$ cat src/rtl/reg_bank_pkg.sv
// ----------------------------------------------------------------------------
// reg_bank_pkg
// Shared types and constants for the register bank unit.
//   src_e        : write-port source select encoding
//   ldr_state_e  : serial nibble loader state encoding
//   NIB_W        : nibble width in bits
// ----------------------------------------------------------------------------
package reg_bank_pkg;

    localparam int NIB_W = 4;

    typedef enum logic [1:0] {
        SRC_MEM  = 2'd0,
        SRC_IN   = 2'd1,
        SRC_ALU  = 2'd2,
        SRC_SIGN = 2'd3
    } src_e;

    typedef enum logic [1:0] {
        IDLE = 2'd0,
        LOAD = 2'd1,
        DONE = 2'd2
    } ldr_state_e;

endpackage

$ cat src/rtl/reg_bank_unit_nib_loader.sv
// ----------------------------------------------------------------------------
// nib_loader
// Handshaked serial loader: assembles one register from a stream of nibbles,
// least-significant nibble first. It does not own any register storage; it
// hands a one-hot lane mask, the replicated nibble and the captured target
// address to the register array in the top level.
// Ports:
//   ck, rst        clock, synchronous active-high reset
//   i_start        start a load (only honoured in IDLE)
//   i_addr         target register, captured on start
//   i_data         nibble payload
//   i_valid        nibble valid
//   o_ready        registered; high only in LOAD
//   o_done         registered; one-cycle pulse in DONE
//   o_tgt_addr     captured target register
//   o_lane_we      one-hot nibble lane written by the current beat (0 if none)
//   o_lane_data    nibble replicated across the full width
// ----------------------------------------------------------------------------
module nib_loader
    import reg_bank_pkg::*;
#(
    parameter  int WIDTH = 8,
    parameter  int NREGS = 4,
    localparam int AW    = $clog2(NREGS),
    localparam int NNIB  = WIDTH / NIB_W
) (
    input  logic              ck,
    input  logic              rst,
    input  logic              i_start,
    input  logic [AW-1:0]     i_addr,
    input  logic [NIB_W-1:0]  i_data,
    input  logic              i_valid,
    output logic              o_ready,
    output logic              o_done,
    output logic [AW-1:0]     o_tgt_addr,
    output logic [NNIB-1:0]   o_lane_we,
    output logic [WIDTH-1:0]  o_lane_data
);

    localparam int CW = (NNIB > 1) ? $clog2(NNIB) : 1;

    ldr_state_e     r_state;
    logic [CW-1:0]  r_cnt;
    logic [AW-1:0]  r_addr;
    logic           r_ready;
    logic           r_done;
    logic           w_beat;

    // r_ready is high exactly while in LOAD, so it doubles as the state qualifier.
    assign w_beat = r_ready & i_valid;

    always_ff @(posedge ck) begin
        if (rst) begin
            r_state <= IDLE;
            r_cnt   <= '0;
            r_addr  <= '0;
            r_ready <= 1'b0;
            r_done  <= 1'b0;
        end else begin
            case (r_state)
                IDLE: begin
                    r_done <= 1'b0;
                    if (i_start) begin
                        r_addr  <= i_addr;
                        r_cnt   <= '0;
                        r_ready <= 1'b1;
                        r_state <= LOAD;
                    end
                end
                LOAD: begin
                    if (i_valid) begin
                        r_cnt <= r_cnt + CW'(1);
                        if (r_cnt == CW'(NNIB - 1)) begin
                            r_ready <= 1'b0;
                            r_done  <= 1'b1;
                            r_state <= DONE;
                        end
                    end
                end
                DONE: begin
                    r_done  <= 1'b0;
                    r_state <= IDLE;
                end
                default: begin
                    r_ready <= 1'b0;
                    r_done  <= 1'b0;
                    r_state <= IDLE;
                end
            endcase
        end
    end

    always_comb begin
        o_lane_we = '0;
        for (int k = 0; k < NNIB; k++) begin
            if (w_beat && (r_cnt == CW'(k))) o_lane_we[k] = 1'b1;
        end
    end

    assign o_lane_data = {NNIB{i_data}};
    assign o_tgt_addr  = r_addr;
    assign o_ready     = r_ready;
    assign o_done      = r_done;

endmodule

$ cat src/rtl/reg_bank_unit.sv
// ----------------------------------------------------------------------------
// reg_bank_unit
// NREGS x WIDTH register file with one nibble-masked write port, two
// combinational read ports, a serial nibble loader and a registered OUT port.
// Ports:
//   ck, rst                      clock, synchronous active-high reset
//   mem_data/in_data/alu_res     write-port data sources
//   alu_n                        sign bit used for the sign-fill source
//   wr_en, wr_src, wr_addr       write-port control
//   lane_we                      per-nibble write mask for the port
//   rd_addr_a/b, rd_data_a/b     read ports (unmapped addresses read 0)
//   nib_start, nib_addr,
//   nib_data, nib_valid          serial loader input stream
//   nib_ready, nib_done          serial loader status
//   out_we, out_data             OUT port, loaded from read port A
// ----------------------------------------------------------------------------
module reg_bank_unit
    import reg_bank_pkg::*;
#(
    parameter  int WIDTH = 8,
    parameter  int NREGS = 4,
    localparam int AW    = $clog2(NREGS),
    localparam int NNIB  = WIDTH / NIB_W
) (
    input  logic              ck,
    input  logic              rst,
    input  logic [WIDTH-1:0]  mem_data,
    input  logic [WIDTH-1:0]  in_data,
    input  logic [WIDTH-1:0]  alu_res,
    input  logic              alu_n,
    input  logic              wr_en,
    input  logic [1:0]        wr_src,
    input  logic [AW-1:0]     wr_addr,
    input  logic [NNIB-1:0]   lane_we,
    input  logic [AW-1:0]     rd_addr_a,
    input  logic [AW-1:0]     rd_addr_b,
    output logic [WIDTH-1:0]  rd_data_a,
    output logic [WIDTH-1:0]  rd_data_b,
    input  logic              nib_start,
    input  logic [AW-1:0]     nib_addr,
    input  logic [NIB_W-1:0]  nib_data,
    input  logic              nib_valid,
    output logic              nib_ready,
    output logic              nib_done,
    input  logic              out_we,
    output logic [WIDTH-1:0]  out_data
);

    logic [NREGS-1:0][WIDTH-1:0] w_regs;
    logic [WIDTH-1:0]            w_wdata;
    logic [WIDTH-1:0]            w_rd_a;
    logic [WIDTH-1:0]            w_rd_b;
    logic [AW-1:0]               w_ldr_addr;
    logic [NNIB-1:0]             w_ldr_lane;
    logic [WIDTH-1:0]            w_ldr_data;
    logic [WIDTH-1:0]            r_out;

    // Write-port source select
    always_comb begin
        w_wdata = '0;
        case (src_e'(wr_src))
            SRC_MEM:  w_wdata = mem_data;
            SRC_IN:   w_wdata = in_data;
            SRC_ALU:  w_wdata = alu_res;
            SRC_SIGN: w_wdata = {WIDTH{alu_n}};
            default:  w_wdata = '0;
        endcase
    end

    nib_loader #(
        .WIDTH (WIDTH),
        .NREGS (NREGS)
    ) u_ldr (
        .ck          (ck),
        .rst         (rst),
        .i_start     (nib_start),
        .i_addr      (nib_addr),
        .i_data      (nib_data),
        .i_valid     (nib_valid),
        .o_ready     (nib_ready),
        .o_done      (nib_done),
        .o_tgt_addr  (w_ldr_addr),
        .o_lane_we   (w_ldr_lane),
        .o_lane_data (w_ldr_data)
    );

    // Register array, one nibble cell per (register, lane). Addresses that do
    // not map to a register never compare equal, so such writes fall away.
    // On a collision the port owns its masked lanes; the beat only lands in a
    // lane the port is not writing.
    for (genvar r = 0; r < NREGS; r++) begin : g_reg
        for (genvar k = 0; k < NNIB; k++) begin : g_nib
            logic [NIB_W-1:0] r_nib;
            logic             w_port_hit;
            logic             w_beat_hit;

            assign w_port_hit = wr_en & (wr_addr == AW'(r)) & lane_we[k];
            assign w_beat_hit = (w_ldr_addr == AW'(r)) & w_ldr_lane[k];

            always_ff @(posedge ck) begin
                if (rst)             r_nib <= '0;
                else if (w_port_hit) r_nib <= w_wdata[k*NIB_W +: NIB_W];
                else if (w_beat_hit) r_nib <= w_ldr_data[k*NIB_W +: NIB_W];
            end

            assign w_regs[r][k*NIB_W +: NIB_W] = r_nib;
        end
    end

    // Read ports: stored state only, no write-through.
    always_comb begin
        w_rd_a = '0;
        w_rd_b = '0;
        for (int r = 0; r < NREGS; r++) begin
            if (rd_addr_a == AW'(r)) w_rd_a = w_regs[r];
            if (rd_addr_b == AW'(r)) w_rd_b = w_regs[r];
        end
    end

    assign rd_data_a = w_rd_a;
    assign rd_data_b = w_rd_b;

    // OUT captures pre-edge read-port A contents.
    always_ff @(posedge ck) begin
        if (rst)         r_out <= '0;
        else if (out_we) r_out <= w_rd_a;
    end

    assign out_data = r_out;

endmodule

$ cat config.mk
export PLATFORM = sky130hd
export DESIGN_NAME = reg_bank_unit
export DESIGN_NICKNAME = d
export VERILOG_FILES = /design/src/rtl/reg_bank_pkg.sv /design/src/rtl/reg_bank_unit_nib_loader.sv /design/src/rtl/reg_bank_unit.sv
export SDC_FILE = /design/constraint.sdc
export NUM_CORES = 1
export LEC_CHECK = 0
export CAP_MARGIN = 0
export CORE_MARGIN = 1
export CORE_UTILIZATION = 35
export CTS_BUF_LIST = sky130_fd_sc_hd__clkbuf_8
export DETAILED_ROUTE_END_ITERATION = 16
export MAX_ROUTING_LAYER = met4
export PLACE_DENSITY = 0.73
export SYNTH_ARGS = -nofsm -noshare
export SYNTH_HDL_FRONTEND = slang
export SYNTH_SLANG_ARGS = --single-unit
$ cat constraint.sdc
create_clock -name ck -period 1.22 [get_ports ck]
set_input_delay 0.244 -clock ck [delete_from_list [all_inputs] [get_ports ck]]
set_output_delay 0.244 -clock ck [all_outputs]
set_load 0.01 [all_outputs]
# Yosys cells after proc, flatten, opt, wreduce, memory -nomap -nowiden
# Cells that the tools add are included.
totals:
  register_bits: 47
  latchBits: 0
  ram_bits: 0
  mem_bits_ro: 0
  inputBits: 47
  word_cells: 120
  n_memories: 0
op_classes:
  n_addsub: 1
  mul: 0
  div_mod_pow: 0
  order_cmp: 0
  n_eq_ne: 20
  shifts: 0
  mux: 38
  bitwise_logic: 24
  n_reduce_logical: 23
op_table:
  columns: ["operator", "count"]
  rows:
  - ["4-bit 2-to-1 mux", 16]
  - ["8-bit 2-to-1 mux", 8]
  - ["8-bit one-hot mux with 4 select lines", 1]
  - ["2-bit == test, second input constant", 11]
  - ["1-bit bitwise AND", 21]
  - ["2-bit nonzero test", 9]
  - ["2-bit by 1-bit == test with 1-bit output, second input constant", 6]
  - ["2-bit logical NOT", 6]
  - ["1-bit 2-to-1 mux", 7]
  - ["2-bit 2-to-1 mux", 3]
  - ["3-bit AND reduction", 2]
  - ["2-bit != test, second input constant", 2]
  - ["2-bit one-hot mux with 2 select lines", 1]
  - ["2-bit AND reduction", 2]
  - ["4-bit AND reduction", 1]
  - ["1-bit NOT", 3]
  - ["1-bit one-hot mux with 3 select lines", 1]
  - ["1-bit logical AND", 2]
  - ["2-bit by 1-bit != test with 1-bit output, second input constant", 1]
  - ["1-bit one-hot mux with 2 select lines", 1]
  - ["2-bit OR reduction", 1]
  - ["1-bit adder, second input constant", 1]

# Logic depth before layout (Yosys ltp)
# Gate-level depths: netlist of run 1.
logic_depth:
  ltp_word: 6
  depth_mapped: 5

# Hierarchy
# A second synthesis of run 1 with hierarchy kept.
hier_totals:
  cells_unflattened: 228
  area_unflattened_um2: 2670.1
modules_own_cells:
  columns: ["module", "instances", "cells_each", "area_each_um2", "seq_area_each_um2"]
  rows:
  - ["reg_bank_unit", 1, 188, 2318.5, 800.8]
  - ["nib_loader", 1, 40, 351.6, 140.1]

# Worst setup path after synthesis of run 1
# No wires, ideal clock.
synth_path:
  path_type: "input port to flip-flop"
  startpoint: "in rd_addr_a[0]"
  endpoint: "reg r_out[0], in the netlist out_data[0]"
  setup_ps: 128
  t_arrival_ps: 1157
  path_slack_ps: -65
  path_stages: 4
  n_path_buf: 1
  path_cell_list: "buf_4 > mux4_2 > mux2i_1 > nor2_1"
synth_via:
  elab_chain_len: 5
  word_cells_on_any_way: 8
synth_lines:
  columns: ["element", "line", "text"]
  rows:
  - ["start, declared", "reg_bank_unit.sv:35", "input logic [AW-1:0] rd_addr_a,"]
  - ["2-bit logical NOT", "reg_bank_unit.sv:115", "if (rd_addr_a == AW'(r)) w_rd_a = w_regs[r];"]
  - ["8-bit 2-to-1 mux (3 in series)", "reg_bank_unit.sv:115", null]
  - ["8-bit 2-to-1 mux *", "reg_bank_unit.sv:115", null]
  - ["net rd_data_a[0]", "reg_bank_unit.sv:37", "output logic [WIDTH-1:0] rd_data_a,"]
  - ["end signal, assigned", "reg_bank_unit.sv:126", "else if (out_we) r_out <= w_rd_a;"]
  - ["end, declared", "reg_bank_unit.sv:56", "logic [WIDTH-1:0] r_out;"]
# The timed path passes the listed nets; every way through them passes the cells marked *.
# A chain may end at the register's enable or synchronous reset.

# Worst setup path in the final report of run 1
layout_path:
  startpoint: "reg g_reg[2].g_nib[0].r_nib[0]"
  endpoint: "out rd_data_a[0]"
layout_via:
  elab_chain_len: 2
layout_lines:
  columns: ["element", "line", "text"]
  rows:
  - ["start, declared", "reg_bank_unit.sv:93", "logic [NIB_W-1:0] r_nib;"]
  - ["start signal, assigned", "reg_bank_unit.sv:102", "else if (w_port_hit) r_nib <= w_wdata[k*NIB_W +: NIB_W];"]
  - ["start signal, assigned", "reg_bank_unit.sv:103", "else if (w_beat_hit) r_nib <= w_ldr_data[k*NIB_W +: NIB_W];"]
  - ["8-bit 2-to-1 mux (2 in series)", "reg_bank_unit.sv:115", null]
  - ["end, declared", "reg_bank_unit.sv:37", null]
# Every way passes these cells.

==> impl_metrics.yaml, run 1 <==
flow_run:
  cap_violations: 0
power_and_ir_drop:
  internal-power_mw: 2.809
  clockPowerShare_pct: 32.3
  power_mw: 3.891
  leakage_nw: 1.764
  power_frac_seq_pct: 42.9
  ir_drop_mv: 0.5054
  switching_share_pct: 27.81
  p_sw_mw: 1.082
  power_frac_comb_pct: 24.9
  powerDensity_nw_per_um2: 873.2
detailed_routing:
  ant_nets: 0
  wl_per_cell_um: 17.65
  drc: 0
  viasPerCell: 5.792
  wirelength_mm: 8.841
  drt_iter0_drc: 183
  first_pass_iters: 5
  num_vias: 2902
yosys:
  synth_cell_types: 31
  netlist_area_um2: 2845
  synth_commonest_cells: "47 x dfxtp_1, 46 x nor2_1, 34 x o21ai_0, 32 x a311oi_1, 27 x nand2_1"
  async_flop_share_pct: 0
  netlist.area_leader.share_pct: 33.07
  ys_top_cells_by_area: "dfxtp_1 33%, mux4_2 19%, a311oi_1 9.9%, nor2_1 6.1%, o21ai_0 6.0%"
  yosysWarnings: 0
  yosysSeqAreaShare_pct: 33.07
  yosysTopAreaCell: "dfxtp_1"
  synth_edf_count: 0
  yosysMostFrequentCell: "dfxtp_1"
  synth.ff_latch_count: 47
  synth_cells: 295
  avgSynthCellArea_um2: 9.645
  syn_nets: 342
  synthFlopType: "dfxtp_1"
worst_setup_path:
  path_max_fanout: 3
  cp-startpoint: "g_reg[2].g_nib[0].r_nib[0]$_SDFFE_PP0P_"
  end_kind: "output port"
  required_ns: 0.98
  worstPathArrival_ns: 1.29
  rr_startpoint: "u_ldr.o_tgt_addr[1]$_SDFFE_PP0P_"
  crit_path_start_kind: "register"
  critPathKind: "reg -> out"
placed_design:
  port_buffers: 72
  post-dp-hpwl_mm: 6.134
  place_inst: 480
  place_congestion: 0.8988
  placed_cell_area_um2: 3882
sta:
  clock_skew_ns: 0.01490
  setup_ws_ns: -0.3124
  slew_headroom_pct: 78.29
  drv_slew: 0
  finalCritPeriodShare_pct: 125.6
  layout_min_cycle_time_ns: 1.532
  fmax_ghz: 0.6526
  rsz0062_at_grt: "yes"
  worst_pin_slew_ns: 0.3254
  setup_viol_count_final: 24
  finalHoldViolations: 0
global_route:
  grt_usage_pct: 20.47
  gr-usage-met3_pct: 3.814
  grt_max_degree: 44
  antenna_found_initial: 1
  gr-usage-met1_pct: 27.90
  grt_pass1_vias: 2647
  grt_pass1_wl_mm: 13.27
  grt-busiest-layer: "met2"
  use_met2_pct: 31.53
  globalRouteOverflowTotal: 0
cts:
  clock_path_buffers: 2
  clkSlewWorstSetupHoldPaths_ns: 0.10
  cts_root_buf: "clkbuf_8"
  cts_buffers: 5
  cts_tree: "built"
  htree_levels: 2
  clkSinkCount: 47
  clk_latency_ns: 0.31
layout:
  syn_to_final_growth_pct: 56.64
  postLayoutCoreUtil_pct: 57.08
  final_layout_size_suffix_gt1_share_pct: 47.24
  final_area_um2: 4457
  nNetsFinal: 444
  final_cells: 501
floorplanning:
  die_h_um: 92.16
  io_pins: 73
  core_area_um2: 7807
  start_util_pct: 36.44
  die_x_um: 92.16
  num_rows: 32
  dieArea_um2: 8493
min_path:
  hold_path_class: "in -> reg"
  hold_start: "nib_data[3]"
run_status:
  status: "complete, but fails checks"
  violations: "setup timing"
==> power by group through the flow <==
stage	logic, mW	clock network (mW)	registers, mW
floorplan	0.434	0	1.67
global placement	0.804	0	1.69
detailed placement	0.826	0	1.70
CTS	0.839	1.25	1.66
global route	1.03	1.32	1.68
finish	0.967	1.26	1.67
==> path summary, 6_finish.rpt <==
| check | to | slack [ns] | cells past startpoint |
|---|---|---|---|
| worst max register to register | g_reg[0].g_nib[1].r_nib[1]$_SDFFE_PP0P_ | -0.05 | 4 |
| worst min register to register | u_ldr.o_done$_SDFFE_PP0P_ | 0.48 | 2 |
| worst max-delay path | rd_data_a[0] | -0.31 | 2 |
| worst min-delay path | g_reg[1].g_nib[1].r_nib[3]$_SDFFE_PP0P_ | 0.37 | 3 |
==> layer usage <==
layer | up-vias | routed length (µm)
li1 | 1347 | -
met1 | 1393 | 3898
met2 | 149 | 4179
met3 | 13 | 663
met4 | 0 | 99
met5 | - | 0
==> cells in the final DEF, fill, tap and decap left out, types with 10 or more instances in the layout <==
| cell type | n |
|---|---|
| dfxtp_1 | 22 |
| buf_4 | 28 |
| nand2_1 | 22 |
| a311oi_2 | 15 |
| nand4_1 | 10 |
| dfxtp_2 | 21 |
| dlymetal6s2s_1 | 14 |
| mux4_2 | 24 |
| clkdlybuf4s50_1 | 19 |
| nor2_1 | 29 |
| o21ai_1 | 15 |
| o21ai_0 | 11 |
| dlygate4sd2_1 | 19 |
| a311oi_1 | 17 |
| buf_6 | 27 |
| nor2_2 | 15 |
==> flip-flops by register name (all words and copies together), names as in the netlist <==
register and cells:
g.g_nib.r_nib 32, out_data 8, u_ldr.o_tgt_addr 2, u_ldr.r_state 2
u_ldr.o_done 1, u_ldr.o_ready 1, u_ldr.r_cnt 1
==> stage by stage <==
stage | TNS [ns] | hold slack (ns) | worst slack (ns)
4_1_cts | -4.594 | 0.4912 | -0.3120
3_3_place_gp | -37.06 | 0.4692 | -0.9258
2_1_floorplan | 0 | 0.3879 | 0.006178
5_1_grt | -6.394 | 0.3927 | -0.3430
6_report | -4.875 | 0.3704 | -0.3124
3_5_place_dp | -38.20 | 0.4696 | -0.9766
==> cells by family after synthesis <==
| logic type | count (synthesis) | share of synthesized area (%) |
|---|---|---|
| AOI/OAI and AO/OA | 70 | 16.62 |
| buffers and inverters | 29 | 6.992 |
| DFF | 47 | 33.07 |
| muxes | 34 | 22.52 |
| and+or+nand+nor | 115 | 20.80 |
==> final cells by class <==
| cell class | instances | area (µm²) |
|---|---|---|
| Antenna cell | 1 | 2.502 |
| Fill cell | 651 | 3351 |
| Tap cell | 102 | 127.6 |
| Clock inverter | 2 | 38.79 |
| Multi-Input combinational cell | 219 | 1959 |
| Timing Repair Buffer | 124 | 1264 |
| Sequential cell | 47 | 982.2 |
| Clock buffer | 6 | 82.58 |
==> worst max-delay path: stages (launching register included) <==
cell and delay, ns:
dfxtp_2 0.35, mux4_2 0.49, buf_6 0.14
==> repair_timing <==
item / in CTS / in global routing
gates cloned: 1 / 1
gates resized for setup: 139 / 115
setup endpoints to repair: 67 / 50
hold buffers: 0 / 0
pin swaps: 5 / 54
buffers inserted: 3 / 7
Note: power is estimated with default switching activity, not from simulation.
==> inputs of run 2 (changes only) <==
--- a/config.mk
+++ b/config.mk
@@ -11,7 +11,7 @@
 export CTS_BUF_LIST = sky130_fd_sc_hd__clkbuf_8
 export DETAILED_ROUTE_END_ITERATION = 16
 export MAX_ROUTING_LAYER = met4
-export PLACE_DENSITY = 0.73
+export PLACE_DENSITY = 0.7
 export SYNTH_ARGS = -nofsm -noshare
 export SYNTH_HDL_FRONTEND = slang
 export SYNTH_SLANG_ARGS = --single-unit
==> constraint.sdc (replaced) <==
create_clock -name ck -period 1.9 [get_ports ck]
set_input_delay 0.38 -clock ck [delete_from_list [all_inputs] [get_ports ck]]
set_output_delay 0.38 -clock ck [all_outputs]
set_load 0.01 [all_outputs]
==> run 2 against run 1 <==
The run now ends clean. Combinational power decreased by 51%. Critical path depth increased by 2. Core utilization fell by 9.6 points. Largest power group unchanged.
==> impl_metrics.yaml, run 2 (synthesis results as in run 1) <==
sta:
  setup_viol_count_final: 0
  setup_ws_ns: 0.06516
  layout_min_cycle_time_ns: 1.835
  slew_headroom_pct: 61.74
  fin_setup_tns_ns: 0
  rsz0062_at_grt: "no"
  finalCritPeriodShare_pct: 96.57
  drv_slew: 0
  fmax_ghz: 0.5450
  finalHoldViolations: 0
  worst_pin_slew_ns: 0.5731
  clock_skew_ns: 0.002137
  hold_ws_ns: 0.4923
detailed_routing:
  ant_nets: 0
  wl_per_cell_um: 16.20
  wirelength_mm: 7.499
  drc: 0
  viasPerCell: 5.683
  num_vias: 2631
  first_pass_iters: 4
  drt_iter0_drc: 204
worst_setup_path:
  crit_buf_inv: 3
  crit_path_start_kind: "input pin"
  crit_slowest_cell: "mux4_2"
  worstPathArrival_ns: 1.45
  critPathTopFamily: "buffers and inverters"
  required_ns: 1.52
  ff2ff_setup_slack_ns: 0.38
  end_kind: "output port"
  path_max_fanout: 8
  critPathKind: "in -> out"
  max_stage_delay_ns: 0.52
  worstPathCellList: "dlygate4sd2_1 > buf_12 > mux4_2 > buf_2"
floorplanning:
  core_area_um2: 7807
  num_rows: 32
  die_x_um: 92.16
  io_pins: 73
  start_util_pct: 36.44
  dieArea_um2: 8493
  die_h_um: 92.16
layout:
  largest_reg_flops: 32
  fill_cells: 743
  final_layout_size_suffix_gt1_share_pct: 18.28
  nNetsFinal: 408
  syn_to_final_growth_pct: 30.43
  final_cell_mix: "52 x clkdlybuf4s50_1, 47 x dfxtp_1, 46 x nor2_1, 34 x o21ai_0, 32 x a311oi_1"
  largest-register: "g.g_nib.r_nib"
  layout_commonest_cell: "clkdlybuf4s50_1"
  diodes: 0
placed_design:
  port_buffers: 72
  post-dp-hpwl_mm: 5.750
  place_congestion: 0.8447
  dp_slack_ns: -0.5490
cts:
  cts_tree: "built"
  clk_latency_ns: 0.30
  clkSlewWorstSetupHoldPaths_ns: 0.09
  postCtsSetupBuffers: 0
  cts_root_buf: "clkbuf_8"
  clock_path_buffers: 2
  clkSinkCount: 47
  cts_buffers: 5
  htree_levels: 2
global_route:
  grt_max_degree: 47
  grt_pass1_vias: 2533
  globalRouteOverflowTotal: 0
  antenna_found_initial: 0
  grt_pass1_wl_mm: 12.74
  grt_usage_pct: 19.53
power_and_ir_drop:
  leakage_nw: 1.322
  powerDensity_nw_per_um2: 609.4
  ir_drop_mv: 0.2744
  power_mw: 2.261
flow_run:
  cap_violations: 0
run_status:
  status: "complete, no violations"
min_path:
  hold_path_class: "reg -> reg"
==> run 2: path summary, 6_finish.rpt <==
kind,start,endpoint,cells after the start
setup / recovery,rd_addr_a[0],rd_data_a[1],4
hold / removal,u_ldr.o_done$_SDFFE_PP0P_,u_ldr.o_done$_SDFFE_PP0P_,2
setup reg to reg,u_ldr.r_cnt$_SDFFE_PP0P_,g_reg[3].g_nib[0].r_nib[2]$_SDFFE_PP0P_,3
hold reg to reg,u_ldr.o_done$_SDFFE_PP0P_,u_ldr.o_done$_SDFFE_PP0P_,2
==> run 2: per-stage QoR <==
step	std cells	instance area, µm²	utilization [%]
after global routing	463	3711	47.53
after global placement	456	3690	47.26
final	463	3711	47.53
after floorplan	295	2845	-
after detailed placement	456	3690	47.26
after CTS	463	3727	47.74
==> run 2: final cells by class <==
class                      count  area, µm²  area share, %
clock buffer                   5      68.82          1.854
clock inverter                 2      37.54          1.011
multi-input combinational    219       1705          45.95
sequential                    47      940.9          25.35
tap                          102      127.6          3.439
timing repair buffer          88      830.8          22.39
==> run 2: where the power goes <==
part	leakage, nW	total (mW)	internal [mW]	switching, mW
Clock	0.0502	0.725	0.385	0.340
Combinational	0.889	0.469	0.259	0.210
Sequential	0.382	1.07	1.03	0.0426
Total	1.32	2.26	1.67	0.592
==> run 2: worst reg2reg max path: stages (launching register included) <==
cell and delay, ns:
dfxtp_1 0.69, nand2b_1 0.33, o21ai_0 0.13, a311oi_1 0.28
==> run 2: what timing repair did <==
item,CTS,global route
pin swaps,0,0
hold buffers,0,0
setup endpoints to repair,16,3
resized for setup,63,3
==> run 2: per-layer routing <==
layer  track usage [%]  part of all wire [%]  wire length [µm]  vias up
li1                  -                     -                 -     1266
met3             3.234                   8.0               603        5
met1             26.78                    46              3468     1227
met4             4.036                  0.67                50        0
met5                 -                     0                 0        -
met2             30.41                    45              3377      133
